==> config.mk <==
export PLATFORM = sky130hd
export DESIGN_NAME = exec_mem_reg
export DESIGN_NICKNAME = d
export VERILOG_FILES = /design/src/rtl/exec_mem_reg.sv
export SDC_FILE = /design/constraint.sdc
export NUM_CORES = 1
export LEC_CHECK = 0
export CAP_MARGIN = 0
export CELL_PAD_IN_SITES_DETAIL_PLACEMENT = 0
export CELL_PAD_IN_SITES_GLOBAL_PLACEMENT = 2
export CORE_ASPECT_RATIO = 1.1
export CORE_MARGIN = 2
export CORE_UTILIZATION = 21
export DETAILED_ROUTE_END_ITERATION = 10
export PLACE_DENSITY = 0.75
export SLEW_MARGIN = 10
export SYNTH_ARGS = -nofsm -noshare
export SYNTH_HDL_FRONTEND = slang
export SYNTH_SLANG_ARGS = --single-unit
==> constraint.sdc <==
create_clock -name clk -period 5.5 [get_ports clk]
set_clock_uncertainty 0.1 [all_clocks]
set_input_delay 1.1 -clock clk [delete_from_list [all_inputs] [get_ports clk]]
set_output_delay 1.1 -clock clk [all_outputs]
set_load 0.01 [all_outputs]
==> src/rtl/exec_mem_reg.sv <==
// Execute-stage back end: condition-code register, branch/cmov condition evaluation,
// cmov destination nulling, and the E->M pipeline register with stall/bubble control.
module exec_mem_reg #(
    parameter int unsigned W     = 64,
    parameter logic [3:0]  RNONE = 4'hF,
    parameter logic [3:0]  S_AOK = 4'h1,
    parameter logic [3:0]  S_HLT = 4'h2,
    parameter logic [3:0]  S_ADR = 4'h3,
    parameter logic [3:0]  S_INS = 4'h4
) (
    input  logic         clk,
    input  logic         rst,
    input  logic [3:0]   e_icode,
    input  logic [3:0]   e_ifun,
    input  logic [3:0]   e_stat,
    input  logic [W-1:0] e_valE,
    input  logic [2:0]   e_ccnew,
    input  logic [W-1:0] e_valA,
    input  logic [3:0]   e_dstE,
    input  logic [3:0]   e_dstM,
    input  logic [3:0]   m_stat,
    input  logic [3:0]   W_stat,
    input  logic         M_stall,
    input  logic         M_bubble,
    output logic         e_cnd,
    output logic [2:0]   cc,
    output logic [3:0]   e_dstE_o,
    output logic [3:0]   M_stat,
    output logic [3:0]   M_icode,
    output logic [3:0]   M_dstE,
    output logic [3:0]   M_dstM,
    output logic         M_cnd,
    output logic [W-1:0] M_valE,
    output logic [W-1:0] M_valA
);

    localparam logic [3:0] I_NOP  = 4'h1;
    localparam logic [3:0] I_CMOV = 4'h2;
    localparam logic [3:0] I_OPQ  = 4'h6;
    localparam logic [2:0] CC_RST = 3'b100;

    logic zf, sf, of, lt;
    logic m_exc, w_exc, set_cc;

    assign zf = cc[2];
    assign sf = cc[1];
    assign of = cc[0];
    assign lt = sf ^ of;

    // Condition is taken from the architectural CC, not from this cycle's ALU flags
    always_comb begin
        e_cnd = 1'b0;
        case (e_ifun)
            4'h0:    e_cnd = 1'b1;
            4'h1:    e_cnd = lt | zf;
            4'h2:    e_cnd = lt;
            4'h3:    e_cnd = zf;
            4'h4:    e_cnd = ~zf;
            4'h5:    e_cnd = ~lt;
            4'h6:    e_cnd = ~lt & ~zf;
            default: e_cnd = 1'b0;
        endcase
    end

    assign e_dstE_o = (e_icode == I_CMOV && !e_cnd) ? RNONE : e_dstE;

    // An exception further down the pipe must not let a younger OPq change the CC
    assign m_exc  = (m_stat == S_HLT) || (m_stat == S_ADR) || (m_stat == S_INS);
    assign w_exc  = (W_stat == S_HLT) || (W_stat == S_ADR) || (W_stat == S_INS);
    assign set_cc = (e_icode == I_OPQ) && !M_stall && !m_exc && !w_exc;

    always_ff @(posedge clk or posedge rst) begin
        if (rst)
            cc <= CC_RST;
        else if (set_cc)
            cc <= e_ccnew;
    end

    // E->M register: stall holds (and wins over bubble), bubble injects a nop
    always_ff @(posedge clk or posedge rst) begin
        if (rst) begin
            M_stat  <= S_AOK;
            M_icode <= I_NOP;
            M_cnd   <= 1'b0;
            M_valE  <= '0;
            M_valA  <= '0;
            M_dstE  <= RNONE;
            M_dstM  <= RNONE;
        end else if (M_stall) begin
            M_stat  <= M_stat;
        end else if (M_bubble) begin
            M_stat  <= S_AOK;
            M_icode <= I_NOP;
            M_cnd   <= 1'b0;
            M_valE  <= '0;
            M_valA  <= '0;
            M_dstE  <= RNONE;
            M_dstM  <= RNONE;
        end else begin
            M_stat  <= e_stat;
            M_icode <= e_icode;
            M_cnd   <= e_cnd;
            M_valE  <= e_valE;
            M_valA  <= e_valA;
            M_dstE  <= e_dstE_o;
            M_dstM  <= e_dstM;
        end
    end

endmodule
== Yosys cells after proc, flatten, opt, wreduce, memory -nomap -nowiden ==
Cells that the tools add are included.

* Register bits after elaboration: 148
* Bits in latches: 0
* Memory bits (writable): 0
* ROM bits: 0
* Input port bits: 163
* Output and inout port bits: 153
* Logic and storage cells: 49
* Memories kept: 0

* Add/subtract/negate cells: 0
* $mul: 0
* Div/mod/pow operators: 0
* Order comparisons: 0
* Equal/unequal tests: 14
* Shifts and indexed selects: 0
* Muxes and demuxes: 9
* Bitwise gates (word level): 5
* Reductions and logical operators: 13

{| class="wikitable"
|+ Operators with widths
! kind !! count
|-
| two-way mux 64 bit || 2
|-
| equality test 4 x 2 -> 1 bit (second input constant) || 7
|-
| equality test 4 x 3 -> 1 bit (second input constant) || 6
|-
| two-way mux 4 bit || 5
|-
| case mux 1 bit (7 select lines) || 1
|-
| equality test 4 x 1 -> 1 bit (second input constant) || 1
|-
| logical AND 1 bit || 4
|-
| logical NOT 1 bit || 4
|-
| logical NOT 4 bit || 1
|-
| logical OR 1 bit || 4
|-
| inverter 1 bit || 2
|-
| AND 1 bit || 1
|-
| two-way mux 1 bit || 1
|-
| bitwise OR 1 bit || 1
|-
| XOR 1 bit || 1
|}

== Longest topological paths before layout ==
Gate-level depths: netlist (run 1).

* Depth in word-level cells: 8
* Gate-level depth with buffers: 5
* Depth with buffers taken out: 4

== Worst setup path before layout (run 1) ==
Ideal clock, no wire load.

* Path kind: input to output
* From: input e_icode[0]
* To: output e_dstE_o[0]
* Data arrival time: 1922 ps
* Required time: 4300 ps
* Path slack: 2378 ps
* Stages: 4
* Path buffers: 0
* Cell sequence: or3b_4 nor2_1 o31ai_4 nand2b_1

* Longest elaborated chain between the ends: 3

{| class="wikitable"
|+ Ends and longest elaborated chain
! what !! RTL line !! text
|-
| start, declared || 13 || <nowiki>input logic [3:0] e_icode,</nowiki>
|-
| equality test 4 x 2 -> 1 bit || 65 || <nowiki>assign e_dstE_o = (e_icode == I_CMOV && !e_cnd) ? RNONE : e_dstE;</nowiki>
|-
| logical AND 1 bit || 65 ||
|-
| two-way mux 4 bit || 65 ||
|-
| end, declared || 27 || <nowiki>output logic [3:0] e_dstE_o,</nowiki>
|}

No other way between the ends.

== Worst setup path after layout (run 1) ==
* From: input e_ifun[0]
* To: output e_dstE_o[0]

* Longest elaborated chain between the ends: 5
* Elaborated cells on any way between the ends: 11
* Those cells by class: 6 x eq/ne; 2 x mux; 3 x reduce/logical

{| class="wikitable"
|+ Ends and longest elaborated chain
! what !! RTL line !! text
|-
| start, declared || 14 || <nowiki>input logic [3:0] e_ifun,</nowiki>
|-
| equality test 4 x 3 -> 1 bit (tied with other cells) || 53 || <nowiki>case (e_ifun)</nowiki>
|-
| case mux 1 bit (7 select lines) (*) || 53 ||
|-
| logical NOT 1 bit (*) || 65 ||
|-
| logical AND 1 bit (*) || 65 ||
|-
| two-way mux 4 bit (*) || 65 ||
|}

Mark *: on every way between the ends. The rest lies on a longest branch, timed or not.

==> results of run 1 <==
kinds of logic (layout without fill, tap and decap cells):
| family | Yosys count | count (layout) | synth area share |
|---|---|---|---|
| AOI/OAI and AO/OA | 152 | 152 | 0.239 |
| muxes | 4 | 4 | 0.00807 |
| DFF | 148 | 148 | 0.685 |
| and+or+nand+nor | 38 | 38 | 0.0404 |
| xor gates and xnor gates | 1 | 1 | 0.00161 |
| buffers and inverters | 34 | 354 | 0.0258 |
synthesized netlist by cell type (2+ instances only):
cell type	n
dfrtp_1	137
a22o_1	134
clkbuf_1	24
dfstp_2	11
nor2_1	11
buf_2	7
nand2_1	7
o21ai_0	7
nor2b_1	6
a21oi_1	5
nand2b_1	5
mux2_1	3
a21oi_2	2
inv_1	2
or2b_1	2
or3b_2	2
metal layers:
| layer | vias to the layer above | share of wire | GRT usage |
|---|---|---|---|
| met4 | 0 | 0.036 | 0.0652 |
| met3 | 37 | 0.063 | 0.0368 |
| met2 | 177 | 0.52 | 0.237 |
| met1 | 2223 | 0.38 | 0.153 |
| met5 | - | 0 | 0 |
| li1 | 2040 | - | - |
registers in the layout, summed over array words and instances (netlist names):
signal and cells:
M_dstE 4, cc 3, M_cnd 1, M_icode 4
M_stat 4, M_valA 64, M_valE 64, M_dstM 4
power by group:
group / leakage (nW) / total [mW] / switching [mW] / internal, mW
Clock: 0.289 / 1.18 / 0.520 / 0.659
Combinational: 1.88 / 0.534 / 0.206 / 0.328
Sequential: 1.90 / 1.24 / 0.0539 / 1.18
Total: 4.07 / 2.95 / 0.780 / 2.17
cell usage in the layout, fill, tap and decap left out, types with 6 or more instances in the layout:
cell type and n:
clkdlybuf4s50_1 314, dfrtp_1 137, o21ai_0 7, clkbuf_16 17
a22o_1 134, nor2b_1 6, buf_4 6, dfstp_2 11
nor2_1 11, nand2_1 7
cell type report:
type                            instances  area share
Clock buffer                           18      0.0461
Clock inverter                         14      0.0167
Inverter                                2     0.00131
Multi-Input combinational cell        195       0.165
Sequential cell                       148       0.390
Tap cell                              346      0.0455
Timing Repair Buffer                  320       0.335
how the worst max path moves through the flow:
stage                                   end  slack (ns)  cells after the start       from
after floorplan           M_cnd$_DFFE_PP0N_        0.34                      1        rst
after global placement          e_dstE_o[2]        1.22                      6  e_ifun[0]
after detailed placement        e_dstE_o[2]        1.17                      6  e_ifun[0]
after CTS                       e_dstE_o[0]        1.15                      6  e_ifun[0]
after global routing            e_dstE_o[2]        1.08                      6  e_ifun[0]
final                           e_dstE_o[0]        1.19                      6  e_ifun[0]
stage by stage:
step / worst slack, ns / area [µm²] / instances
after floorplan: 0.339 / 5430 / 377
after global placement: 1.22 / 8920 / 1011
after detailed placement: 1.17 / 8920 / 1011
after CTS: 1.15 / 9520 / 1043
after global routing: 1.08 / 9520 / 1043
final: 1.19 / 9520 / 1043
worst min-delay path, cell delays in order (launching register included):
cell,delay [ns]
dfstp_2,0.37
nand2_1,0.05
o21ai_0,0.07
==> results_dict.tcl, run 1 <==
set metrics [dict create \
    status "finished clean" \
    synthToLayoutAreaGrowth_pct 75.5 \
    clkTransAtPathRegs_ns 0.06 \
    nets 847 \
    drc 0 \
    synth_cells 377 \
    worstPathRequired_ns 4.30 \
    portBuffers 315 \
    die_x_um 157 \
    hold_depth 2 \
    r2r-end "M_dstE[1]$_DFFE_PP1N_" \
    synth_edf_count 0 \
    min-delay-path-class "reg -> reg" \
    wl_per_cell_um 17.8 \
    worstPathArrival_ns 3.11 \
    core-area_um2 25300 \
    critPathBufInv 2 \
    max_freq_mhz 232 \
    dp.final_hpwl_mm 13.3 \
    seq_area_um2 3720 \
    drv_cap 0 \
    crit_chain "clkdlybuf4s50_1 > mux2i_1 > a21oi_1 > o31ai_4 > nand2b_1 > clkdlybuf4s50_1" \
    yosys.area.top_type "dfrtp_1" \
    tightest_slew_ns 0.935 \
    reg2reg_slack_ns 3.74 \
    synth_area_um2 5430 \
    place_congestion 0.734 \
    yosys.area.top_type_share 0.632 \
    drtPass1Iterations 4 \
    drive_gt1_frac 0.0846 \
    grt-ovfl-total 0 \
    finalCoreUtilization 0.376 \
    r2r_cells 4 \
    cts_tree "built" \
    crit_family "buffers and inverters" \
    cts_hold_repair.buffers 0 \
    detail-route-antenna-nets 0 \
    holdWs_ns 0.392 \
    cts_buffers 17 \
    slew_violations 0 \
    root_buffer "clkbuf_16" \
    grt_pass1_wl_mm 28.6 \
    setup_violations 0 \
    vias 4477 \
    ir_worst_vdd_mv 0.181 \
    crit_path_start_kind "input pin" \
    end_kind "output pin" \
    synthArstFlopShare 1.00 \
    drtIter0Drc 146 \
    syn-num-nets 540 \
    clk_latency_ns 0.41 \
    crit_type "in -> out" \
    crit_path_frequent_cell "clkdlybuf4s50_1" \
    ys_ff_latch 148 \
    fp.dieArea_um2 27100 \
    p_leak_nw 4.07 \
    synth.distinct_cells 28 \
    postSynthAreaPerCell_um2 14.4 \
    hold_viol 0 \
    htree_levels 4 \
    fin_crit_ns 4.31 \
    first_global_vias 4964 \
    fillers 2461 \
    ctsResizeCount 0 \
    placementRows 61 \
    ys.flop_type "dfrtp_1" \
    yosys-top-cells-area "dfrtp_1 (63%), a22o_1 (22%), dfstp_2 (5.3%)" \
    wirelength_mm 18.6 \
    dieHeight_um 173 \
    io_pins 316 \
    tns_ns 0 \
    fin_crit_sh 0.784 \
    ys_seq_area_frac 0.685 \
    worst_slew_margin_rel 0.376 \
    r2r_start "cc[0]$_DFFE_PP0P_" \
    grt_max_degree 100 \
    antenna_cells 0 \
    vias_per_cell 4.29 \
    clkSinkCount 148 \
    antenna_found_initial 0 \
    slowest_stage "clkdlybuf4s50_1" \
    cts_buffer_depth 2 \
    power.density_nw_per_um2 310 \
    cts_setup_buffers 0 \
    hold_path_end "M_icode[0]$_DFFE_PP1N_" \
    cpPeakStageDelay_ns 0.54 \
    yosys_warnings 0 \
    multi_input_area_um2 1570 \
    rsz0062_at_grt "no" \
    p_total_mw 2.95 \
    grt_usage 0.136 \
    initial_core_util 0.214 \
    crit_fanout 8 \
    min_from "M_icode[0]$_DFFE_PP1N_" \
]
Note: power is estimated with default switching activity, not from simulation.
==> inputs of run 2 (changes only) <==
==> constraint.sdc (replaced) <==
create_clock -name clk -period 3.5 [get_ports clk]
set_clock_uncertainty 0.1 [all_clocks]
set_input_delay 0.7 -clock clk [delete_from_list [all_inputs] [get_ports clk]]
set_output_delay 0.7 -clock clk [all_outputs]
set_load 0.01 [all_outputs]
==> run 2 against run 1 <==
Net effect:
- power is 57% higher
- worst setup slack worse by 1.1 ns
- first-iteration DRC count is 5.5% higher
- flip-flop and latch count stayed put
- combinational power is 57% higher
- critical endpoint unchanged
- largest cell class unchanged
==> results_dict.tcl, run 2 (synthesis results as in run 1) <==
set metrics [dict create \
    status "finished clean" \
    tns_ns 0 \
    fin_area_um2 9530 \
    initial_core_util 0.214 \
    hold_viol 0 \
    portBuffers 315 \
    tightest_slew_ns 0.851 \
    worst_slew_margin_rel 0.433 \
    antenna_found_initial 0 \
    drtIter0Drc 154 \
    first_global_vias 4891 \
    worstPathRequired_ns 2.70 \
    die_x_um 157 \
    grt_usage 0.135 \
    fp.dieArea_um2 27100 \
    root_buffer "clkbuf_16" \
    grt-ovfl-total 0 \
    htree_levels 4 \
    mostFrequentLayoutCell "clkdlybuf4s50_1" \
    p_leak_nw 4.07 \
    finalCoreUtilization 0.376 \
    clkSinkCount 148 \
    drive_gt1_frac 0.0858 \
    cts_tree "built" \
    reg_top3 "M_valA (64), M_valE (64)" \
    drc 0 \
    min-delay-path-class "reg -> reg" \
    fin_crit_sh 0.966 \
    grt_max_degree 146 \
    vias 4518 \
    wirelength_mm 18.4 \
    cts_buffers 17 \
    layout_setup_ws_ns 0.117 \
    placed_cells 1011 \
    placementRows 61 \
    power.density_nw_per_um2 484 \
    dp.final_hpwl_mm 12.9 \
    crit_fanout 7 \
    fin_crit_ns 3.38 \
    dieHeight_um 173 \
    stdcell_count 1045 \
    grt_pass1_wl_mm 28.7 \
    wl_per_cell_um 17.6 \
    worstPathArrival_ns 2.58 \
    crit_type "in -> out" \
    fillers 2476 \
    placed_area_um2 8940 \
    ir_worst_vdd_mv 0.230 \
    drv_cap 0 \
    max_freq_mhz 296 \
    clk_latency_ns 0.41 \
    place_congestion 0.743 \
    rsz0062_at_grt "no" \
    synthToLayoutAreaGrowth_pct 75.7 \
    setup_violations 0 \
    antenna_cells 0 \
    detail-route-antenna-nets 0 \
    cts_buffer_depth 2 \
    clkTransAtPathRegs_ns 0.06 \
    nets 849 \
    holdWs_ns 0.392 \
    dp_slack_ns 0.0322 \
    p_total_mw 4.62 \
    mostFrequentLayoutCells "clkdlybuf4s50_1 (314), dfrtp_1 (137), a22o_1 (134), clkbuf_16 (17), dfstp_2 (11)" \
    io_pins 316 \
    core-area_um2 25300 \
    end_kind "output pin" \
    slew_violations 0 \
    crit_path_start_kind "input pin" \
    vias_per_cell 4.32 \
    drtPass1Iterations 4 \
]
-- run 2: changes by cell type in the layout (fill, tap and decap cells not counted), moves of 2 or more --
cell        before  now
inv_8            4    1
clkinv_2         0    2
clkinvlp_4       2    4
clkbuf_1         0    2
-- run 2: area by class of cell --
cell class	count	area, µm²	area share
tap	346	433	0.0454
inverter	2	11.3	0.00118
multi-input combinational	195	1580	0.165
clock inverter	13	148	0.0155
timing repair buffer	322	3220	0.337
sequential	148	3720	0.390
clock buffer	19	433	0.0454
-- run 2: path summary, 6_finish.rpt --
path,depth (start not counted),slack (ns),from,end
max in group asynchronous,3,1.86,rst,M_valA[36]$_DFFE_PP0N_
worst min-delay path,2,0.39,M_dstM[2]$_DFFE_PP1N_,M_dstM[2]$_DFFE_PP1N_
min in group asynchronous,2,0.43,rst,M_valE[37]$_DFFE_PP0N_
worst min register to register,2,0.39,M_dstM[2]$_DFFE_PP1N_,M_dstM[2]$_DFFE_PP1N_
worst max register to register,6,1.84,cc[2]$_DFFE_PP1P_,M_dstE[3]$_DFFE_PP1N_
worst max-delay path,7,0.12,e_ifun[0],e_dstE_o[0]
-- run 2: metal layers --
metal	part of all wire	vias to the layer above	GRT usage
met5	0	-	0
met4	0.026	0	0.0492
met3	0.064	28	0.0409
met2	0.50	184	0.225
met1	0.41	2267	0.164
li1	-	2039	-
-- run 2: power breakdown --
part | switching (mW) | total (mW) | leakage (nW) | internal (mW)
clock network | 0.769 | 1.83 | 0.277 | 1.06
logic | 0.324 | 0.841 | 1.89 | 0.517
registers | 0.0857 | 1.95 | 1.90 | 1.86
-- run 2: worst max-delay path, stage by stage --
cell and delay [ns]:
clkdlybuf4s50_1 0.47, nor2b_1 0.18, o211a_1 0.26, o31ai_4 0.23, buf_4 0.18, nand2b_1 0.06
clkdlybuf4s50_1 0.48
-- run 2: repair_timing --
action	4_1_cts	5_1_grt
endpoints found under the setup margin	0	4
buffers inserted	0	2
hold buffers	0	0
gates resized for setup	0	1
==> inputs of run 3 (changes only) <==
--- a/config.mk
+++ b/config.mk
@@ -8,11 +8,11 @@
 export CAP_MARGIN = 0
 export CELL_PAD_IN_SITES_DETAIL_PLACEMENT = 0
 export CELL_PAD_IN_SITES_GLOBAL_PLACEMENT = 2
-export CORE_ASPECT_RATIO = 1.1
 export CORE_MARGIN = 2
 export CORE_UTILIZATION = 21
 export DETAILED_ROUTE_END_ITERATION = 10
 export PLACE_DENSITY = 0.75
+export SETUP_SLACK_MARGIN = 0.05
 export SLEW_MARGIN = 10
 export SYNTH_ARGS = -nofsm -noshare
 export SYNTH_HDL_FRONTEND = slang
==> run 3 against run 2 <==
Net effect:
- final cell count shrank 1.4%
- fmax rose by 1.3%
- register-to-register slack worse by 0.08 ns
- power up 1.9%
- count of clock-buffer cells in the layout fell by 2
- critical path depth fell by 2
- first-iteration DRC count rose by 38%
- core utilization increased by 0.32 points
- via count shrank 0.97%
- global-route usage is 0.17 points lower
- design area rose by 0.52%
- critical path type unchanged
- critical endpoint is now e_cnd
==> results_dict.tcl, run 3 (synthesis results as in run 1) <==
set metrics [dict create \
    mostFrequentLayoutCells "clkdlybuf4s50_1 (311), dfrtp_1 (137), a22o_1 (134), clkbuf_16 (17)" \
    grt-ovfl-total 0 \
    dp.final_hpwl_mm 13.3 \
    grt_max_degree 87 \
    first_global_vias 4828 \
    drtPass1Iterations 4 \
    drv_cap 0 \
    hold_depth 2 \
    dieHeight_um 165 \
    r2r_start "cc[2]$_DFFE_PP1P_" \
    reg_top3 "M_valA (64), M_valE (64)" \
    max_freq_mhz 299 \
    cts_buffers 17 \
    tightest_slew_ns 0.832 \
    slew_violations 0 \
    tns_ns 0 \
    worstPathArrival_ns 2.54 \
    nets 850 \
    htree_levels 4 \
    p_leak_nw 4.13 \
    r2r_cells 6 \
    holdWs_ns 0.391 \
    cts_buffer_depth 2 \
    crit_type "in -> out" \
    mostFrequentLayoutCell "clkdlybuf4s50_1" \
    reg2reg_slack_ns 1.76 \
    clkSinkCount 148 \
    vias 4474 \
    wl_per_cell_um 17.9 \
    portBuffers 315 \
    synthToLayoutAreaGrowth_pct 76.6 \
    core-area_um2 25300 \
    antenna_found_initial 0 \
    fin_crit_ns 3.34 \
    fin_crit_sh 0.954 \
    worst_slew_margin_rel 0.445 \
    end_kind "output pin" \
    drc 0 \
    min_from "M_dstM[2]$_DFFE_PP1N_" \
    rsz0062_at_grt "no" \
    cts_tree "built" \
    setup_violations 0 \
    min-delay-path-class "reg -> reg" \
    hold_viol 0 \
    clk_latency_ns 0.42 \
    worstPathRequired_ns 2.70 \
    vias_per_cell 4.34 \
    power.density_nw_per_um2 491 \
    die_x_um 165 \
    hold_path_end "M_dstM[2]$_DFFE_PP1N_" \
    r2r-end "M_dstE[3]$_DFFE_PP1N_" \
    ir_worst_vdd_mv 0.225 \
    detail-route-antenna-nets 0 \
    io_pins 316 \
    grt_usage 0.133 \
    grt_pass1_wl_mm 27.7 \
    drive_gt1_frac 0.0900 \
    drtIter0Drc 213 \
    crit_fanout 4 \
    root_buffer "clkbuf_16" \
    fp.dieArea_um2 27100 \
    crit_path_start_kind "input pin" \
    place_congestion 0.775 \
    placementRows 58 \
    status "finished clean" \
    antenna_cells 0 \
    clkTransAtPathRegs_ns 0.06 \
    initial_core_util 0.215 \
    wirelength_mm 18.4 \
    finalCoreUtilization 0.380 \
]
[run 3: changes by cell type in the layout (fill, tap and decap cells not counted), sizes merged, moves of 2 or more]
| cell | before | now |
|---|---|---|
| inv | 6 | 11 |
| dlymetal6s2s | 0 | 3 |
| clkbuf | 19 | 17 |
| clkinv | 3 | 1 |
| clkdlybuf4s50 | 314 | 311 |
[run 3: layout make-up]
type / count / area [µm²]
inverter: 2 / 11.3
sequential: 148 / 3720
tap: 330 / 413
fill: 2421 / 15700
clock inverter: 15 / 183
multi-input combinational: 195 / 1580
timing repair buffer: 323 / 3260
clock buffer: 17 / 425
[run 3: per-stage QoR]
step	power, mW	cells	cell area [µm²]	worst slack [ns]
finish	4.71	1030	9580	0.160
global route	4.93	1030	9580	0.0596
CTS	4.79	1028	9560	0.105
detailed placement	2.83	996	8950	0.0588
global placement	2.82	996	8950	0.0742
floorplan	2.26	377	5430	0.848
[run 3: repair_timing]
item,CTS,global route
endpoints found under the setup margin,1,4
pin swaps,0,1
hold buffers,0,0
setup buffers,0,2
gates resized for setup,1,3
[run 3: worst max path at each step]
| stage | startpoint | end | slack, ns | cells after the start |
|---|---|---|---|---|
| floorplan | rst | M_cnd$_DFFE_PP0N_ | 0.85 | 1 |
| global placement | e_ifun[0] | e_cnd | 0.07 | 5 |
| detailed placement | e_ifun[0] | e_cnd | 0.06 | 5 |
| CTS | e_ifun[0] | e_dstE_o[3] | 0.10 | 6 |
| global route | e_ifun[0] | e_cnd | 0.06 | 5 |
| finish | e_ifun[0] | e_cnd | 0.16 | 5 |
[run 3: power by group]
group / leakage, nW / switching, mW / internal, mW
sequential: 1.90 / 0.0872 / 1.86
combinational: 1.93 / 0.325 / 0.520
clock: 0.296 / 0.828 / 1.09
total: 4.13 / 1.24 / 3.47
[run 3: critical path: stages]
cell and delay [ns]:
clkdlybuf4s50_1 0.47, o31ai_1 0.28, a21oi_1 0.14, nor3_2 0.33, clkdlybuf4s50_1 0.62
[run 3: per-layer routing]
metal	GRT usage	vias to the layer above	wire (µm)
met5	0	-	0
met4	0.0458	0	293
met3	0.0527	19	1460
met2	0.222	172	9380
met1	0.157	2243	7270
li1	-	2040	-
